### src/rtl/param_data_mem.sv
// Parametrised single-port data memory for the MEM stage: byte-lane writes,
// registered reads behind a valid/ready handshake, and a post-reset fill sequencer.
module param_data_mem #(
  parameter int DATA_W        = 32,
  parameter int ADDR_W        = 5,
  parameter bit INIT_ON_RESET = 1'b1,
  parameter bit INIT_PATTERN  = 1'b1
) (
  input  logic                clk,
  input  logic                rst,
  input  logic                req_valid,
  output logic                req_ready,
  input  logic                req_we,
  input  logic [DATA_W/8-1:0] req_be,
  input  logic [ADDR_W-1:0]   req_addr,
  input  logic [DATA_W-1:0]   req_wdata,
  output logic                rsp_valid,
  output logic [DATA_W-1:0]   rsp_rdata,
  output logic                init_busy
);

  localparam int DEPTH   = 2 ** ADDR_W;
  localparam int N_BYTES = DATA_W / 8;

  typedef enum logic {
    ST_INIT,
    ST_RUN
  } state_t;

  state_t              state, state_nx;
  logic [ADDR_W-1:0]   fill_cnt, fill_cnt_nx;
  logic                fill_we;
  logic [DATA_W-1:0]   fill_word;
  logic                accept, wr_accept, rd_accept;
  logic [DATA_W-1:0]   mem [DEPTH];

  always_ff @(posedge clk) begin
    if (rst) begin
      state    <= INIT_ON_RESET ? ST_INIT : ST_RUN;
      fill_cnt <= '0;
    end else begin
      // NOTE: sequential state uses non-blocking assignments so every flop samples pre-edge values.
      state    <= state_nx;
      fill_cnt <= fill_cnt_nx;
    end
  end

  always_comb begin
    // NOTE: defaults first so no path through the case leaves a signal unassigned (no latches).
    state_nx    = state;
    fill_cnt_nx = fill_cnt;
    fill_we     = 1'b0;
    case (state)
      ST_INIT: begin
        fill_we     = 1'b1;
        fill_cnt_nx = fill_cnt + 1'b1;
        if (&fill_cnt) begin
          state_nx    = ST_RUN;
          fill_cnt_nx = '0;
        end
      end
      ST_RUN:  state_nx = ST_RUN;
      default: state_nx = ST_RUN;
    endcase
  end

  // Status outputs are forced low for as long as rst is held, not just after the edge.
  assign req_ready = (state == ST_RUN) && !rst;
  assign init_busy = (state == ST_INIT) && !rst;

  assign accept    = req_valid && req_ready;
  assign wr_accept = accept && req_we;
  assign rd_accept = accept && !req_we;
  assign fill_word = INIT_PATTERN ? DATA_W'(fill_cnt) : '0;

  // NOTE: the array has no reset so contents survive rst when the fill is disabled.
  always_ff @(posedge clk) begin
    if (fill_we && !rst) begin
      mem[fill_cnt] <= fill_word;
    end else if (wr_accept) begin
      for (int k = 0; k < N_BYTES; k++) begin
        if (req_be[k]) mem[req_addr][8*k +: 8] <= req_wdata[8*k +: 8];
      end
    end
  end

  always_ff @(posedge clk) begin
    if (rst) begin
      rsp_valid <= 1'b0;
      rsp_rdata <= '0;
    end else begin
      rsp_valid <= rd_accept;
      if (rd_accept) rsp_rdata <= mem[req_addr];
    end
  end

endmodule
### config.mk
export PLATFORM = sky130hd
export DESIGN_NAME = param_data_mem
export DESIGN_NICKNAME = d
export VERILOG_FILES = /design/src/rtl/param_data_mem.sv
export SDC_FILE = /design/constraint.sdc
export NUM_CORES = 1
export LEC_CHECK = 0
export CAP_MARGIN = 20
export CELL_PAD_IN_SITES_DETAIL_PLACEMENT = 1
export CELL_PAD_IN_SITES_GLOBAL_PLACEMENT = 1
export CORE_MARGIN = 1.5
export CORE_UTILIZATION = 45
export CTS_CLUSTER_SIZE = 16
export DETAILED_ROUTE_END_ITERATION = 16
export PLACE_DENSITY_LB_ADDON = 0.1
export SYNTH_ARGS = -nofsm -noshare
export SYNTH_HDL_FRONTEND = slang
export SYNTH_SLANG_ARGS = --single-unit
### constraint.sdc
create_clock -name clk -period 2.5 [get_ports clk]
set_input_delay 0.375 -clock clk [delete_from_list [all_inputs] [get_ports clk]]
set_output_delay 0.375 -clock clk [all_outputs]
set_load 0.01 [all_outputs]
Word level (Yosys, flattened, before mapping)
Memories as Yosys holds them, arrays and structs flattened. A register that Yosys moved wholly into a read port is not among the register bits. Index checks and enable logic that the tools add are counted.

Logic and storage cells: 41. Output and inout port bits: 35. Flip-flop bits (word level): 7. Input bits: 45. Memory bits (writable): 1024. Memories kept: 1.

Memories: mem (words 32, width 32, rd ports 1, clocked after memory_dff 1, wr ports 1, RTL line 35) `logic [DATA_W-1:0] mem [DEPTH];`.

$add $sub $neg: 1. Reductions and logical operators: 10. Bitwise operators: 1. Mux-type cells: 25.

Operators with widths (count): two-way mux 32 bit (1); OR reduction 32 bit (1); two-way mux 1 bit (20); two-way mux 5 bit (2); logical AND 1 bit (6); adder 5 x 1 -> 5 bit, second input constant (1); AND reduction 5 bit (1); two-way mux 4 bit (1); zero test 1 bit (2); case mux 1 bit (2 select lines) (1); NOT 1 bit (1).

Longest topological paths before layout
Gate-level depths: netlist (run 1).

Depth after elaboration: 9. Gate-level depth with buffers: 8. Gate-level depth less buffers: 6.

Worst setup path before layout (run 1)
OpenSTA, ideal clock, no wires.

Path kind: input to register. From: in rst. To: mem mem[11][0], enable pin. Buffers on the path: 3. Cell stages on the path: 7. Path slack: 47 ps. Library setup time: 371 ps. Data arrival time: 2083 ps. Data required time: 2129 ps. Cell sequence: clkbuf_1 > nand2b_1 > nor3_2 > buf_2 > buf_2 > a41oi_1 > nor2_1.

Word-level cells in the longest chain between the ends: 9. Elaborated cells between the ends (all ways): 22. Those cells by class: mux (16); reduce/logical (6).

Ends and longest elaborated chain: start, declared (RTL line 10) `input logic rst,`; zero test 1 bit (*) (RTL line 68, 78); logical AND 1 bit (RTL line 68) `assign req_ready = (state == ST_RUN) && !rst;`; logical AND 1 bit (RTL line 71) `assign accept = req_valid && req_ready;`; logical AND 1 bit (RTL line 72) `assign wr_accept = accept && req_we;`; two-way mux 1 bit (RTL line 80) `end else if (wr_accept) begin`; two-way mux 1 bit (RTL line 78) `if (fill_we && !rst) begin`; two-way mux 1 bit (not written as such) (RTL line 82) `if (req_be[k]) mem[req_addr][8*k +: 8] <= req_wdata[8*k +: 8];`; OR reduction 32 bit (no line); two-way mux 5 bit (no line) / two-way mux 4 bit (equally long branches); end, declared (RTL line 35).

Mark *: on every way between the ends. The rest lies on a longest branch, timed or not.

Worst setup path in the final report (run 1)
From: reg state. To: mem mem[15][30], enable pin.

Word-level cells in the longest chain between the ends: 8. Elaborated cells between the ends (all ways): 22. Those cells by class: mux (17); reduce/logical (5).

Ends and longest elaborated chain: start, declared (RTL line 30) `state_t state, state_nx;`; start signal, assigned (RTL line 39) `state <= INIT_ON_RESET ? ST_INIT : ST_RUN;`; start signal, assigned (RTL line 43) `state <= state_nx;`; logical AND 1 bit (RTL line 68); logical AND 1 bit (RTL line 71); logical AND 1 bit (RTL line 72); two-way mux 1 bit (RTL line 80); two-way mux 1 bit (RTL line 78); two-way mux 1 bit (not written as such) (RTL line 82); OR reduction 32 bit (no line); two-way mux 5 bit (no line) / two-way mux 4 bit (equally long branches).

Parallel ways exist; a longest one is shown, timed or not.

==> results of run 1 <==
[routing by layer]
metal	GRT usage	wire length [um]
met1	0.3277	49940
met2	0.3885	54170
met3	0.03347	5308
met4	0.08162	3311
met5	0	0
[registers in the layout, summed over array words and instances (netlist names)]
name,flops
rsp_valid,1
rsp_rdata,32
fill_cnt,5
state,1
mem,1024
[cells in the final DEF, fill, tap and decap left out, types with 24 or more instances in the layout]
cell type,Yosys,final
edfxtp_1,1024,1024
a21oi_1,135,135
a211oi_2,29,29
buf_12,1,89
clkdlybuf4s50_1,0,77
clkbuf_1,79,24
a22oi_1,256,256
nor2_1,173,85
or4_1,33,33
nor2_2,0,73
clkbuf_16,0,113
dfxtp_1,39,38
mux2i_1,515,514
and2_1,29,28
buf_4,27,213
[kinds of logic after synthesis]
logic type / after synthesis / share of synthesized area
buffers and inverters: 161 / 0.02337
adder cells (fa/ha/maj): 2 / 0.0005922
AND/OR/NAND/NOR: 289 / 0.03258
multiplexers: 521 / 0.1236
flip-flops: 1063 / 0.7463
AO/OA/AOI/OAI: 442 / 0.07356
[final cells by class]
cell class              count  area share
inverters                   1  0.00007322
clock buffers             149     0.06014
repair buffers            386     0.08259
flip-flops and latches   1063      0.6151
multi-input cells        1254      0.1969
well taps                1254     0.03061
clock inverters            58     0.01462
[worst min-delay path, cell delays in order]
cell    delay, ns
buf_4        0.11
buf_4        0.22
nor2_1       0.13
[power by group]
part           total (W)  internal [W]  switching, W
Clock             0.0172        0.0104       0.00678
Sequential        0.0194        0.0194     0.0000317
Combinational    0.00204      0.000840       0.00120
Total             0.0386        0.0306       0.00801
[through the flow]
step                  util  worst slack [ns]  setup TNS [ns]  cells  power (W)
finish              0.5501          -0.02342         -0.1843   4165    0.03862
detailed placement  0.5050           -0.8867         -806.89   3956    0.02180
global route        0.5501          -0.01325         -0.1631   4165    0.03959
CTS                 0.5490           0.01023               0   4164    0.03890
global placement    0.5050           -0.7986         -746.66   3956    0.02176
floorplan                -           0.04663               0   2478    0.02087
[what timing repair did]
item / CTS / global route
gates resized for setup: 90 / 24
pin swaps: 1 / 0
setup buffers: 1 / 1
hold buffers: 0 / 0
setup endpoints to repair: 1026 / 631
[final timing paths]
kind,startpoint,endpoint,cells after the start
setup reg to reg,state,mem[15][30],9
hold / removal,rst,fill_cnt[4],3
hold reg to reg,rsp_rdata[14],rsp_rdata[14],2
setup / recovery,state,mem[15][30],9
==> out/metrics.yaml, run 1 <==
cp-start-kind: "flop"
grt_pass1_vias: 24870
synthDistinctLibCells: 38
crit_type: "flop to flop"
hold_slack_ns: 0.2253
port_buffers: 79
relSlewSlack: 0.5181
crit_buf_inv: 4
dp_hpwl_um: 73710
cts.sinks: 1063
die_y_um: 309.4
cp_cell_sequence: "nand2b_1 -> nor3_4 -> buf_12 -> buf_12 -> nor4b_1 -> a41oi_1 -> buf_4 -> nor2_1 -> buf_4"
synth_cells: 2478
wl_per_cell_um: 27.07
ys_ff_latch: 1063
cpLargestDelayFamily: "buffers and inverters"
wl_um: 112700
synth_most_common_cell: "edfxtp_1"
r2r_slack_ns: -0.02
drv_cap: 0
power_density_mw_per_mm2: 753.3
vias: 23590
fin_crit_sh: 1.009
synth-seq-area-share: 0.7463
die_width_um: 309.4
synth_top_area_cell: "edfxtp_1"
register_area_mm2: 0.03153
cp.arrival_ns: 2.95
gp_congestion: 0.8335
cts_root_buf: "clkbuf_16"
netlist.area_leader.share: 0.7278
ys_top_cells_by_count: "edfxtp_1, mux2i_1, a22oi_1"
cts_max_level: 3
design_area_mm2: 0.05127
nets: 2863
cts.path.max_buffers: 3
ys_warn_count: 0
p_leak_nw: 19.00
fillers: 8424
worst_ep_required_time_ns: 2.93
ys_top_cells_by_area: "edfxtp_1, mux2i_1, a22oi_1"
cp_slowest_cell: "a41oi_1"
ir_worst_vdd_uv: 585.0
grtUsageTotal: 0.2377
grt_pass1_wl_um: 165800
tightest_slew_ns: 0.7134
rsz0062_at_grt: "true"
hold_class: "primary input to flop"
violations: "setup timing"
multi_input_area_mm2: 0.01009
status: "finished with violations"
ant_nets: 0
setup_ws_ns: -0.02342
overflow: 0
cts_tree: "yes"
fin_skew_ns: 0.02979
grt_max_degree: 66
start_util: 0.4534
cp-end-kind: "flop"
cts_made_buffers: 110
via_per_inst: 5.664
drive_above_1_share: 0.2120
area_growth_syn_to_layout_pct: 21.34
clock_latency_ns: 0.69
first_pass_iters: 5
antenna_found_initial: 2
hold_violations: 0
placementRows: 112
syn_nets: 2525
async_reset_ff_frac: 0
final-setup-viol-count: 14
core_area_mm2: 0.09319
syn_area_mm2: 0.04225
cpPeakStageDelay_ns: 0.57
dpl_cell_area_mm2: 0.04706
syn_area_per_cell_um2: 17.05
synth_edf_count: 1024
clk_pin_slew_ns: 0.06
post-route-min-period_ns: 2.523
dominantRegCellSynth: "edfxtp_1"
drv_slew: 0
critPathMaxFanout: 20
fmax_mhz: 396.3
dieArea_mm2: 0.09573
drc: 0
drtIter0Drc: 1795
antenna_cells: 0
io_pins: 80
Power figures use the tool's default switching activity.
==> run 2: changes to the inputs <==
Settings changed: ABC_CLOCK_PERIOD_IN_PS set to 2900.
Clock period 2.5 ns to 2.9 ns, I/O delays scaled along.
==> run 2 against run 1 <==
The flow now finishes without violations. Clock power down 20%. Clock-buffer cell count down 5. Core utilization down 1.5 points. Critical path depth down 2. First-iteration DRC count up 0.39%. Final cell count down 3.0%. Worst hold slack better by 0.064 ns. Power down 17%. Critical path type unchanged. Highest routed layer is now met5.
==> out/metrics.yaml, run 2 (same netlist as run 1, synthesis figures left out) <==
fmax_mhz: 353.8  # was 396.3 MHz
pwr-share-seq: 0.520  # was 0.503
wl_um: 112700  # about the same
cpLargestDelayFamily: "simple AND/OR/NAND/NOR gates"  # was buffers and inverters
intPower_w: 0.02549  # was 0.03061 W
final_cell_mix: "edfxtp_1, mux2i_1, a22oi_1"  # unchanged
setup_ws_ns: 0.07392  # was -0.02342 ns
cp.arrival_ns: 3.11  # was 2.95 ns
p_leak_nw: 18.21  # was 19.00 nW
hold_violations: 0  # unchanged
drc: 0  # unchanged
hold_buffers: 0  # unchanged
cts_max_level: 3  # unchanged
antenna_found_initial: 5  # was 2
reg.largest.list: "mem: 1024 flops, rsp_rdata: 32 flops, fill_cnt: 5 flops"  # unchanged
clk_pin_slew_ns: 0.06  # about the same
cp-end-kind: "flop"  # unchanged
cpPeakStageDelay_ns: 0.54  # was 0.57 ns
r2r_slack_ns: 0.07  # was -0.02 ns
cpMostUsedCell: "buf_12"
switchingPower_w: 0.006709  # was 0.008006 W
design_area_mm2: 0.04990  # was 0.05127 mm2
cts_tree: "yes"  # unchanged
fin_crit_sh: 0.9745  # was 1.009
cts.path.max_buffers: 3  # unchanged
grt_pass1_wl_um: 165600  # was 165800 um
largest_register_ffs: 1024  # unchanged
cp_cell_sequence: "nand2b_1 -> nor3_4 -> buf_12 -> mux2_2 -> nand2_1 -> buf_12 -> nor2_1"  # was nand2b_1 -> nor3_4 -> buf_12 -> buf_12 -> nor4b_1 -> a41oi_1 -> buf_4 -> nor2_1 -> buf_4
drv_cap: 0  # unchanged
cts_made_buffers: 111  # was 110
worst_ep_required_time_ns: 3.19  # was 2.93 ns
cts_root_buf: "clkbuf_16"  # unchanged
port_buffers: 79  # unchanged
status: "finished clean"  # was finished with violations
grt_pass1_vias: 24310  # was 24870
ant_nets: 0  # unchanged
drv_slew: 0  # unchanged
vias: 23090  # was 23590
overflow: 0  # unchanged
io_pins: 80  # unchanged
hold_class: "primary input to flop"  # unchanged
die_y_um: 309.4  # unchanged
power_density_mw_per_mm2: 645.4  # was 753.3 mW/mm2
gp_congestion: 0.8424  # was 0.8335
max_flop_register: "mem"  # unchanged
wl_per_cell_um: 27.88  # was 27.07 um
dp_hpwl_um: 72980  # was 73710 um
first_pass_iters: 5  # unchanged
drive_above_1_share: 0.1729  # was 0.2120
die_width_um: 309.4  # unchanged
cts.sinks: 1063  # unchanged
fin_skew_ns: 0.02135  # was 0.02979 ns
grtUsageTotal: 0.2380  # was 0.2377
mostFrequentLayoutCell: "edfxtp_1"  # unchanged
cp-start-kind: "flop"  # unchanged
dieArea_mm2: 0.09573  # unchanged
nets: 2742  # was 2863
cp_slowest_cell: "nor2_1"  # was a41oi_1
crit_type: "flop to flop"  # unchanged
swShare: 0.2083  # was 0.2073
pwr-share-clk: 0.429  # was 0.445
clock_latency_ns: 0.67  # was 0.69 ns
tightest_slew_ns: 0.6966  # was 0.7134 ns
grt_max_degree: 66  # unchanged
area_growth_syn_to_layout_pct: 18.10  # was 21.34%
start_util: 0.4534  # unchanged
placementRows: 112  # unchanged
via_per_inst: 5.714  # was 5.664
core_area_mm2: 0.09319  # unchanged
rsz0062_at_grt: "true"  # unchanged
post-place-ws_ns: -0.5926  # was -0.8867 ns
final-setup-viol-count: 0  # was 14
ir_worst_vdd_uv: 419.1  # was 585.0 uV
pwr-share-comb: 0.051  # was 0.053
dpl_cell_area_mm2: 0.04611  # was 0.04706 mm2
post-route-min-period_ns: 2.826  # was 2.523 ns
crit_buf_inv: 2  # was 4
drtIter0Drc: 1802  # was 1795
critPathMaxFanout: 35  # was 20
relSlewSlack: 0.5339  # was 0.5181
run 2: final timing paths:
path                            cells past startpoint          start            end
worst min-delay path                                3            rst   rsp_rdata[7]
worst min register to register                      2  rsp_rdata[31]  rsp_rdata[31]
worst max-delay path                                7          state    mem[14][15]
worst max register to register                      7          state    mem[14][15]
run 2: power by group through the flow:
stage / registers [W] / logic (W) / clock network [W]
floorplan: 0.0171 / 0.000938 / 0
global placement: 0.0171 / 0.00159 / 0
detailed placement: 0.0171 / 0.00162 / 0
CTS: 0.0167 / 0.00162 / 0.0141
global route: 0.0167 / 0.00173 / 0.0146
finish: 0.0167 / 0.00163 / 0.0138
run 2: area by class of cell:
cell class,count,area (um2)
timing repair buffer,264,3233
fill,8477,43290
clock buffer,144,2964
antenna,1,2.502
clock inverter,61,579.3
tap,1254,1569
sequential,1063,31530
multi-input combinational,1254,10010
inverter,1,3.754
run 2: repair_timing:
| item | 4_1_cts | 5_1_grt |
|---|---|---|
| buffers inserted | 0 | 0 |
| gates resized for setup | 4 | 92 |
| setup endpoints to repair | 27 | 749 |
run 2: metrics by stage:
| step | setup TNS (ns) | util | power, W | hold WS [ns] | instances |
|---|---|---|---|---|---|
| floorplan | 0 | - | 0.01799 | 0.5048 | 2478 |
| global placement | -307.35 | 0.4948 | 0.01865 | 0.4942 | 3836 |
| detailed placement | -405.03 | 0.4948 | 0.01869 | 0.5032 | 3836 |
| CTS | 0 | 0.5329 | 0.03245 | 0.2534 | 4041 |
| global route | -4.860 | 0.5354 | 0.03306 | 0.3074 | 4041 |
| finish | 0 | 0.5354 | 0.03220 | 0.2898 | 4042 |
run 2: tightest hold or removal path: cells and delay by family:
kind / cells / cell delay, ns
buffers and inverters: 2 / 0.38
AOI/OAI and AO/OA: 1 / 0.05
run 2: per-layer routing:
metal / share of wire / global-route usage / routed length [um]
met1: 0.45 / 0.3350 / 50500
met2: 0.48 / 0.3924 / 54420
met3: 0.050 / 0.03129 / 5582
met4: 0.019 / 0.06065 / 2162
met5: 0.00012 / 0 / 13
==> run 3: changes to the inputs <==
--- a/constraint.sdc
+++ b/constraint.sdc
@@ -3,2 +3,2 @@
 set_output_delay 0.435 -clock clk [all_outputs]
-set_load 0.01 [all_outputs]
+set_load 0.05 [all_outputs]
==> run 3 against run 2 <==
Die area stayed put. Worst hold slack lost 0.0036 ns. Sequential cell count stayed put. Critical path type unchanged. Critical endpoint is now mem[10][20].
==> out/metrics.yaml, run 3 (same netlist as run 1, synthesis figures left out) <==
hold_violations: 0  # unchanged
fmax_mhz: 357.0  # was 353.8 MHz
reg.largest.list: "mem: 1024 flops, rsp_rdata: 32 flops, fill_cnt: 5 flops"  # unchanged
ant_nets: 0  # unchanged
die_y_um: 309.4  # unchanged
grt_pass1_vias: 24350  # was 24310
drive_above_1_share: 0.1847  # was 0.1729
mostFrequentLayoutCell: "edfxtp_1"  # unchanged
vias: 23130  # was 23090
cts_made_buffers: 109  # was 111
drv_cap: 0  # unchanged
cp-start-kind: "flop"  # unchanged
grtUsageTotal: 0.2383  # was 0.2380
drc: 0  # unchanged
io_pins: 80  # unchanged
dp_hpwl_um: 72500  # was 72980 um
largest_register_ffs: 1024  # unchanged
via_per_inst: 5.660  # was 5.714
final.setup.tns_ns: 0  # unchanged
final-setup-viol-count: 0  # unchanged
first_pass_iters: 7  # was 5
cts.path.max_buffers: 3  # unchanged
rsz0062_at_grt: "true"  # unchanged
fin_skew_ns: 0.02359  # was 0.02135 ns
cts.sinks: 1063  # unchanged
cts_max_level: 3  # unchanged
hold_class: "primary input to flop"  # unchanged
clock_latency_ns: 0.68  # was 0.67 ns
final_util: 0.5372  # was 0.5354
die_width_um: 309.4  # unchanged
drv_slew: 0  # unchanged
dpl_cell_area_mm2: 0.04627  # was 0.04611 mm2
cp-end-kind: "flop"  # unchanged
clk_pin_slew_ns: 0.06  # about the same
final_cells: 4087  # was 4042
overflow: 0  # unchanged
cpLargestDelayFamily: "simple AND/OR/NAND/NOR gates"  # unchanged
max_flop_register: "mem"  # unchanged
cts_setup_buffers: 0  # unchanged
hold_buffers: 0  # unchanged
status: "finished clean"  # unchanged
crit_type: "flop to flop"  # unchanged
tightest_slew_ns: 0.8801  # was 0.6966 ns
start_util: 0.4534  # unchanged
fin_crit_sh: 0.9660  # was 0.9745
dp_cells: 3879  # was 3836
relSlewSlack: 0.4105  # was 0.5339
cpPeakStageDelay_ns: 0.56  # was 0.54 ns
design_area_mm2: 0.05006  # was 0.04990 mm2
cp_cell_sequence: "nand2b_1 -> nor3_4 -> buf_12 -> buf_4 -> buf_4 -> a31oi_1 -> buf_4 -> nor2_1"  # was nand2b_1 -> nor3_4 -> buf_12 -> mux2_2 -> nand2_1 -> buf_12 -> nor2_1
wl_per_cell_um: 27.68  # was 27.88 um
cts_tree: "yes"  # unchanged
fillers: 8508  # was 8477
area_growth_syn_to_layout_pct: 18.48  # was 18.10%
placementRows: 112  # unchanged
core_area_mm2: 0.09319  # unchanged
p_leak_nw: 18.44  # was 18.21 nW
cp.arrival_ns: 3.11  # about the same
cpMostUsedCell: "buf_4"  # was buf_12
final_cell_mix: "edfxtp_1, mux2i_1, a22oi_1"  # unchanged
dieArea_mm2: 0.09573  # unchanged
power_density_mw_per_mm2: 647.9  # was 645.4 mW/mm2
port_buffers: 79  # unchanged
worst_ep_required_time_ns: 3.21  # was 3.19 ns
critPathMaxFanout: 15  # was 35
nets: 2783  # was 2742
drtIter0Drc: 1817  # was 1802
ir_worst_vdd_uv: 521.0  # was 419.1 uV
wl_um: 113100  # was 112700 um
cts_root_buf: "clkbuf_16"  # unchanged
gp_congestion: 0.8180  # was 0.8424
cp_slowest_cell: "nor2_1"  # unchanged
grt_max_degree: 66  # unchanged
grt_pass1_wl_um: 165800  # was 165600 um
antenna_found_initial: 2  # was 5
crit_buf_inv: 4  # was 2
post-route-min-period_ns: 2.801  # was 2.826 ns
-- run 3: cell types whose count changed in the layout (fill, tap and decap cells not counted), sizes merged --
cell	change
buf	+44
clkinvlp	-7
inv	+5
clkinv	+4
bufinv	+2
clkbuf	-2
clkdlybuf4s50	-2
dlygate4sd2	+1
-- run 3: per-stage QoR --
stage / total power [W] / setup slack [ns] / hold WS [ns]
6_report: 0.03243 / 0.09858 / 0.2862
3_5_place_dp: 0.01870 / -0.6346 / 0.5063
2_1_floorplan: 0.01799 / 0.3866 / 0.5048
5_1_grt: 0.03330 / -0.06226 / 0.2828
3_3_place_gp: 0.01868 / -0.5504 / 0.4979
4_1_cts: 0.03269 / -0.004436 / 0.2457
-- run 3: power by group --
group / switching (W) / internal (W)
logic: 0.00100 / 0.000654
registers: 0.0000326 / 0.0167
clock network: 0.00583 / 0.00820
total: 0.00686 / 0.0256
-- run 3: timing repair --
action / CTS / global route
gates resized for setup: 17 / 74
endpoints found under the setup margin: 128 / 626
pin swaps: 0 / 1
-- run 3: path summary, 6_finish.rpt --
path                               startpoint            end  slack (ns)  cells past startpoint
worst max-delay path                    state    mem[10][20]         0.1                      8
worst min-delay path                      rst          state        0.29                      3
worst max register to register          state    mem[10][20]         0.1                      8
worst min register to register  rsp_rdata[13]  rsp_rdata[13]        0.51                      2
-- run 3: layout make-up --
class,count,area (um2),area share
multi-input cells,1254,10000,0.1998
inverters,1,3.754,0.00007499
diodes,1,2.502,0.00004999
clock buffers,142,2904,0.05801
repair buffers,307,3390,0.06771
flip-flops and latches,1063,31530,0.6299
clock inverters,65,658.1,0.01315
well taps,1254,1569,0.03134
-- run 3: worst register-to-register path, delay by kind of cell (launching register included) --
family          cells  cell delay (ns)
simple gates        3             1.10
buf+inv             4             0.74
flops               1             0.45
compound gates      1             0.13
-- run 3: per-layer routing --
metal | track usage | vias up | wire, um
met5 | 0 | - | 13
met1 | 0.3329 | 11980 | 50820
met2 | 0.3868 | 623 | 54080
met4 | 0.07273 | 2 | 2882
li1 | - | 10370 | -
met3 | 0.03579 | 163 | 5346
